$ cat config.mk
export PLATFORM = sky130hd
export DESIGN_NAME = typing_game_ctrl
export DESIGN_NICKNAME = d
export VERILOG_FILES = /design/src/rtl/typing_game_pkg.sv /design/src/rtl/typing_game_ctrl_game_timer.sv /design/src/rtl/typing_game_ctrl.sv
export SDC_FILE = /design/constraint.sdc
export NUM_CORES = 1
export LEC_CHECK = 0
export BUFFER_PORTS_ARGS = -buffer_cell sky130_fd_sc_hd__buf_4
export CAP_MARGIN = 20
export CELL_PAD_IN_SITES_DETAIL_PLACEMENT = 2
export CELL_PAD_IN_SITES_GLOBAL_PLACEMENT = 2
export CORE_MARGIN = 1
export CORE_UTILIZATION = 29
export CTS_BUF_LIST = sky130_fd_sc_hd__clkbuf_8
export CTS_CLUSTER_SIZE = 24
export DETAILED_ROUTE_END_ITERATION = 8
export PLACE_DENSITY = 0.73
export RECOVER_POWER = 25
export SLEW_MARGIN = 20
export SYNTH_ARGS = -nofsm -noshare
export SYNTH_HDL_FRONTEND = slang
export SYNTH_HIERARCHICAL = 1
export SYNTH_SLANG_ARGS = --single-unit
$ cat constraint.sdc
create_clock -name clk -period 3.2 [get_ports clk]
set_clock_uncertainty 0.15 [all_clocks]
set_input_delay 0.96 -clock clk [delete_from_list [all_inputs] [get_ports clk]]
set_output_delay 0.96 -clock clk [all_outputs]
set_load 0.05 [all_outputs]
$ cat src/rtl/typing_game_pkg.sv
// Shared definitions for the typing game controller: state encodings,
// default letter width / start key, and a width helper.
package typing_game_pkg;

  localparam int unsigned LETTER_W_DEF = 5;
  localparam logic [LETTER_W_DEF-1:0] START_CODE_DEF = '1;

  typedef enum logic [2:0] {
    ST_IDLE   = 3'd0,
    ST_PRIME0 = 3'd1,
    ST_PRIME1 = 3'd2,
    ST_PLAY   = 3'd3,
    ST_OVER   = 3'd4
  } state_t;

  // Ceiling log2, floored at one bit so that it is always usable as a vector width.
  function automatic int unsigned clog2(input int unsigned value);
    int unsigned r;
    r = 0;
    while ((longint'(1) << r) < longint'(value)) r++;
    if (r == 0) r = 1;
    return r;
  endfunction

endpackage

$ cat src/rtl/typing_game_ctrl_game_timer.sv
// Game time limit: loads GAME_CYCLES-1, counts down while enabled and
// flags expiry in the last allowed cycle. GAME_CYCLES==0 disables it.
module game_timer
  import typing_game_pkg::*;
#(
  parameter int unsigned GAME_CYCLES = 0
) (
  input  logic clk,
  input  logic reset,
  input  logic clear,
  input  logic enable,
  output logic expired
);

  if (GAME_CYCLES == 0) begin : g_off
    logic unused_inputs;
    assign unused_inputs = ^{clk, reset, clear, enable};
    assign expired = 1'b0;
  end else begin : g_on
    localparam int unsigned CNT_W = clog2(GAME_CYCLES);
    localparam logic [CNT_W-1:0] LOAD = CNT_W'(GAME_CYCLES - 1);

    logic [CNT_W-1:0] count;

    always_ff @(posedge clk) begin
      if (!reset || clear) begin
        count <= LOAD;
      end else if (enable && (count != '0)) begin
        count <= count - CNT_W'(1);
      end
    end

    assign expired = enable && (count == '0);
  end

endmodule

$ cat src/rtl/typing_game_ctrl.sv
// Player-activity controller: compares keystrokes with the current word,
// requests new words, and tracks score, lives and game time.
module typing_game_ctrl
  import typing_game_pkg::*;
#(
  parameter int unsigned LETTER_W = LETTER_W_DEF,
  parameter int unsigned WORD_LEN = 4,
  parameter int unsigned MAX_LIVES = 3,
  parameter int unsigned SCORE_W = 8,
  parameter int unsigned GAME_CYCLES = 500000000,
  parameter logic [LETTER_W-1:0] START_CODE = LETTER_W'(START_CODE_DEF)
) (
  input  logic                            clk,
  input  logic                            reset,
  input  logic [LETTER_W-1:0]             key_code,
  input  logic                            key_valid,
  input  logic [WORD_LEN*LETTER_W-1:0]    current_word,
  output logic                            word_req,
  output logic [2:0]                      state,
  output logic [clog2(WORD_LEN)-1:0]      letter_idx,
  output logic [SCORE_W-1:0]              score,
  output logic [clog2(MAX_LIVES+1)-1:0]   lives,
  output logic                            sw_start,
  output logic                            game_over
);

  localparam int unsigned IDX_W   = clog2(WORD_LEN);
  localparam int unsigned LIVES_W = clog2(MAX_LIVES + 1);

  state_t               state_q, state_d;
  logic [IDX_W-1:0]     idx_d;
  logic [SCORE_W-1:0]   score_d;
  logic [LIVES_W-1:0]   lives_d;
  logic                 word_req_d, sw_start_d, game_over_d;
  logic                 timer_clear, expired, hit, last_letter;
  logic [LETTER_W-1:0]  letters [WORD_LEN];

  always_comb begin
    for (int unsigned i = 0; i < WORD_LEN; i++) begin
      letters[i] = current_word[i*LETTER_W +: LETTER_W];
    end
  end

  assign hit         = (key_code == letters[letter_idx]);
  assign last_letter = (letter_idx == IDX_W'(WORD_LEN - 1));
  assign state       = state_q;

  game_timer #(
    .GAME_CYCLES(GAME_CYCLES)
  ) u_timer (
    .clk    (clk),
    .reset  (reset),
    .clear  (timer_clear),
    .enable (state_q == ST_PLAY),
    .expired(expired)
  );

  always_comb begin
    state_d     = state_q;
    idx_d       = letter_idx;
    score_d     = score;
    lives_d     = lives;
    word_req_d  = 1'b0;
    sw_start_d  = sw_start;
    game_over_d = game_over;
    timer_clear = 1'b0;
    unique case (state_q)
      ST_IDLE, ST_OVER: begin
        if (key_valid && (key_code == START_CODE)) begin
          state_d     = ST_PRIME0;
          idx_d       = '0;
          score_d     = '0;
          lives_d     = LIVES_W'(MAX_LIVES);
          word_req_d  = 1'b1;
          game_over_d = 1'b0;
          timer_clear = 1'b1;
        end
      end
      ST_PRIME0: begin
        state_d    = ST_PRIME1;
        word_req_d = 1'b1;
      end
      ST_PRIME1: begin
        state_d    = ST_PLAY;
        sw_start_d = 1'b1;
      end
      ST_PLAY: begin
        // Timeout takes priority: a coincident keystroke is dropped.
        if (expired) begin
          state_d     = ST_OVER;
          sw_start_d  = 1'b0;
          game_over_d = 1'b1;
        end else if (key_valid) begin
          if (hit) begin
            if (last_letter) begin
              idx_d      = '0;
              word_req_d = 1'b1;
              if (score != '1) score_d = score + SCORE_W'(1);
            end else begin
              idx_d = letter_idx + IDX_W'(1);
            end
          end else if (lives > LIVES_W'(1)) begin
            lives_d = lives - LIVES_W'(1);
          end else begin
            lives_d     = '0;
            state_d     = ST_OVER;
            sw_start_d  = 1'b0;
            game_over_d = 1'b1;
          end
        end
      end
      default: state_d = ST_IDLE;
    endcase
  end

  always_ff @(posedge clk) begin
    if (!reset) begin
      state_q    <= ST_IDLE;
      letter_idx <= '0;
      score      <= '0;
      lives      <= LIVES_W'(MAX_LIVES);
      word_req   <= 1'b0;
      sw_start   <= 1'b0;
      game_over  <= 1'b0;
    end else begin
      state_q    <= state_d;
      letter_idx <= idx_d;
      score      <= score_d;
      lives      <= lives_d;
      word_req   <= word_req_d;
      sw_start   <= sw_start_d;
      game_over  <= game_over_d;
    end
  end

endmodule

==> summary.txt <==
Run status
  – Run status: finished with violations
  – Failing checks: design-rule violations

Setup path
  – R2r setup slk: 0.20 ns
  – Worst Path Required: 3.26 ns
  – Worst Setup SP: u_timer/g_on.count[0]
  – Crit Reg-Reg Startpoint: u_timer/g_on.count[0]
  – Crit path capture: score[0]
  – Setup crit end kind: register
  – R2R cell count: 10
  – Critical R2R Capture: score[0]
  – Launching element type of the critical path: register
  – CP arrival: 3.07 ns
  – Crit-path max FO: 7
  – WS Path Type: reg -> reg

Final layout
  – Layout cells sized above 1: 0.188
  – P&R area growth vs syn: 19.7%
  – # diodes: 0
  – Fillers: 1046
  – Nets: 398
  – Area occupied by multi-input gates: 0.00163 mm2
  – Seq. cell area: 943 um2

Floorplan
  – Starting density of the core: 0.304
  – Die span in x: 98.0 um
  – Row cnt: 34
  – Core area: 0.00881 mm2
  – Die height: 98.0 um
  – Num ports: 46
  – Die ar.: 0.00961 mm2

Yosys
  – Mapped Avg Cell Area: 8.43 um2
  – Largest cells by area after synthesis: dfxtp_1 (35%), mux2i_1 (4.9%), a21oi_1 (3.7%)
  – Post-synthesis mux area share: 0.0543
  – Post-Synth Adder-Cell Area: 0.0140
  – Synth Cell Area: 0.00267 mm2
  – Synthesized flop and latch total: 47
  – Simple-gate area share of the yosys netlist: 0.280
  – Synth Net Count: 348
  – Largest family of logic cells by synthesized area: simple AND/OR/NAND/NOR gates
  – Area leader, netlist: dfxtp_1
  – Synth Area in XOR/XNOR: 0.0557
  – Synth Area in Compound Gates: 0.204
  – Warning count from the yosys run: 6
  – Netlist cell types: 58
  – Ys flop type: dfxtp_1
  – Synth top area share: 0.352
  – EDFF count, synth: 0
  – Async S/R FF share, synth: 0
  – Gate Count Post-Synth: 317
  – Seq/Total Area, Yosys: 0.352

Place
  – Number of I/O port buffers: 45
  – Detailed Place HPWL: 6150 um
  – GPL Wtd Cong: 0.764

Power and ir drop
  – Net switching power: 0.296 mW
  – Sw Share: 0.262
  – Peak VDD IR: 0.200 mV
  – Leakage: 1.16 nW
  – Clock Power Share: 0.370
  – Reg power frac: 0.530
  – Logic pwr share: 0.099
  – Power per Cell Area: 353 mW/mm2
  – Internal: 0.835 mW

Clock tree
  – Worst-Skew Late Latency: 0.31 ns
  – CTS Buf Count: 5
  – Worst-path clk slew: 0.10 ns
  – Setup repair bufs after CTS: 0
  – # hold bufs at CTS: 0
  – H-tree depth: 2
  – Clk sinks: 47
  – Clk root buf: clkbuf_8
  – CTS max path bufs: 2
  – PostCTS Resize Cnt: 0
  – TritonCTS clock tree: done

Hold path
  – Hold WC Path Type: reg -> reg
  – Worst hold start: u_timer/g_on.count[20]

Route
  – Vias: 2647
  – Iter 0 DRT Violations: 63
  – Detailed Routing Iterations Pass 1: 6
  – DRT Wirelength: 8180 um
  – Vias per cell: 5.56
  – Detail Route Antenna Nets: 0
  – DR DRC count: 8
  – Wire length per cell: 17.2 um

STA
  – Worst-margin pin slew: 0.995 ns
  – Final hold vios: 0
  – Final Critical Period: 3.00 ns
  – Fin crit share: 0.938
  – RSZ-0062 raised after global routing: no
  – Slew Limit Fails: 0
  – TNS Setup: 0 ns
  – Fmax: 333 MHz
  – Hold slack: 0.360 ns
  – Final setup viols: 0
  – Max transition margin: 0.337

Global route
  – Antenna violations before repair: 0
  – Overflow after GRT: 0
  – Largest net degree at the start of global routing: 21
  – Vias in the first global route: 2846
  – First-pass GRT wire length: 14300 um
  – Gr usage total: 0.183

Flow run
  – Maxcap violations: 0
sequential cells by signal (all words and copies together), names as in the netlist:
| register | cells |
|---|---|
| state | 3 |
| word_req | 1 |
| u_timer/g_on.count | 29 |
| score | 8 |
| lives | 2 |
| letter_idx | 2 |
| sw_start | 1 |
| game_over | 1 |
power groups by stage:
stage | logic (mW) | clock network [mW] | registers (mW)
after floorplan | 0.0477 | 0 | 0.630
after global placement | 0.117 | 0 | 0.613
after detailed placement | 0.119 | 0 | 0.614
after CTS | 0.119 | 0.437 | 0.600
after global routing | 0.123 | 0.449 | 0.601
final | 0.112 | 0.418 | 0.600
cells in the mapped netlist, drive strengths merged (4+ instances only):
library cell  instances
clkbuf                6
nand2b                4
buf                   7
a211oi                6
a21o                  5
a31oi                 5
nand2                26
dfxtp                47
nand4                 8
nor4                  4
o31ai                 6
nand3                16
inv                   7
nor2                 20
nor3                 11
or4                  10
a31o                  4
xnor2                10
o21ai                19
mux2i                13
or3                  16
a21oi                20
xor2                  7
worst min path at each step:
stage / to / slack [ns] / cells after the start
finish: u_timer/g_on.count[20] / 0.36 / 2
global route: u_timer/g_on.count[20] / 0.38 / 2
CTS: u_timer/g_on.count[20] / 0.36 / 2
detailed placement: u_timer/g_on.count[10] / 0.34 / 1
global placement: u_timer/g_on.count[20] / 0.32 / 2
floorplan: u_timer/g_on.count[20] / 0.31 / 2
cell usage in the layout, fill, tap and decap left out, drive strengths merged, types with 7 or more instances in the layout:
cell,count
nand3,16
buf,40
a21oi,20
inv,7
clkbuf,23
xnor2,10
nand2,26
or3,16
dfxtp,47
xor2,7
or4,10
o21ai,19
nor3,11
nand4,8
nor2,20
mux2i,13
layer usage:
metal	global-route usage	vias up	part of all wire
met5	0	-	0
met4	0.0524	0	0.012
met3	0.0293	8	0.053
met2	0.325	50	0.48
met1	0.227	1302	0.45
li1	-	1287	-
stage by stage:
step / cell area, um2 / power, mW / setup slack (ns) / utilization / cells
2_1_floorplan: 2680 / 0.677 / 0.133 / - / 317
3_3_place_gp: 3160 / 0.730 / 0.195 / 0.358 / 468
3_5_place_dp: 3160 / 0.732 / 0.198 / 0.358 / 468
4_1_cts: 3260 / 1.16 / 0.197 / 0.370 / 476
5_1_grt: 3200 / 1.17 / 0.00228 / 0.363 / 476
6_report: 3200 / 1.13 / 0.197 / 0.363 / 476
logic make-up after synthesis:
family                   count (synthesis)
multiplexers                            14
buffers and inverters                   20
XOR/XNOR                                17
AND/OR/NAND/NOR                        135
adder cells (fa/ha/maj)                  3
flip-flops                              47
AO/OA/AOI/OAI                           81
critical path, cell delays in order (launching register included):
cell     delay [ns]
dfxtp_1        0.35
inv_1          0.06
ha_1           0.17
or3b_2         0.48
or2_2          0.33
nor4_2         0.27
and2b_1        0.27
nand2_1        0.11
nor2_1         0.09
and3_1         0.33
mux2_4         0.29
area by class of cell:
type                    instances  area share
clock buffers                   7      0.0301
clock inverters                 1     0.00235
inverters                       7     0.00821
multi-input cells             250       0.510
flip-flops and latches         47       0.295
well taps                     108      0.0422
repair buffers                 56       0.113
Note: power is estimated with default switching activity, not from simulation.
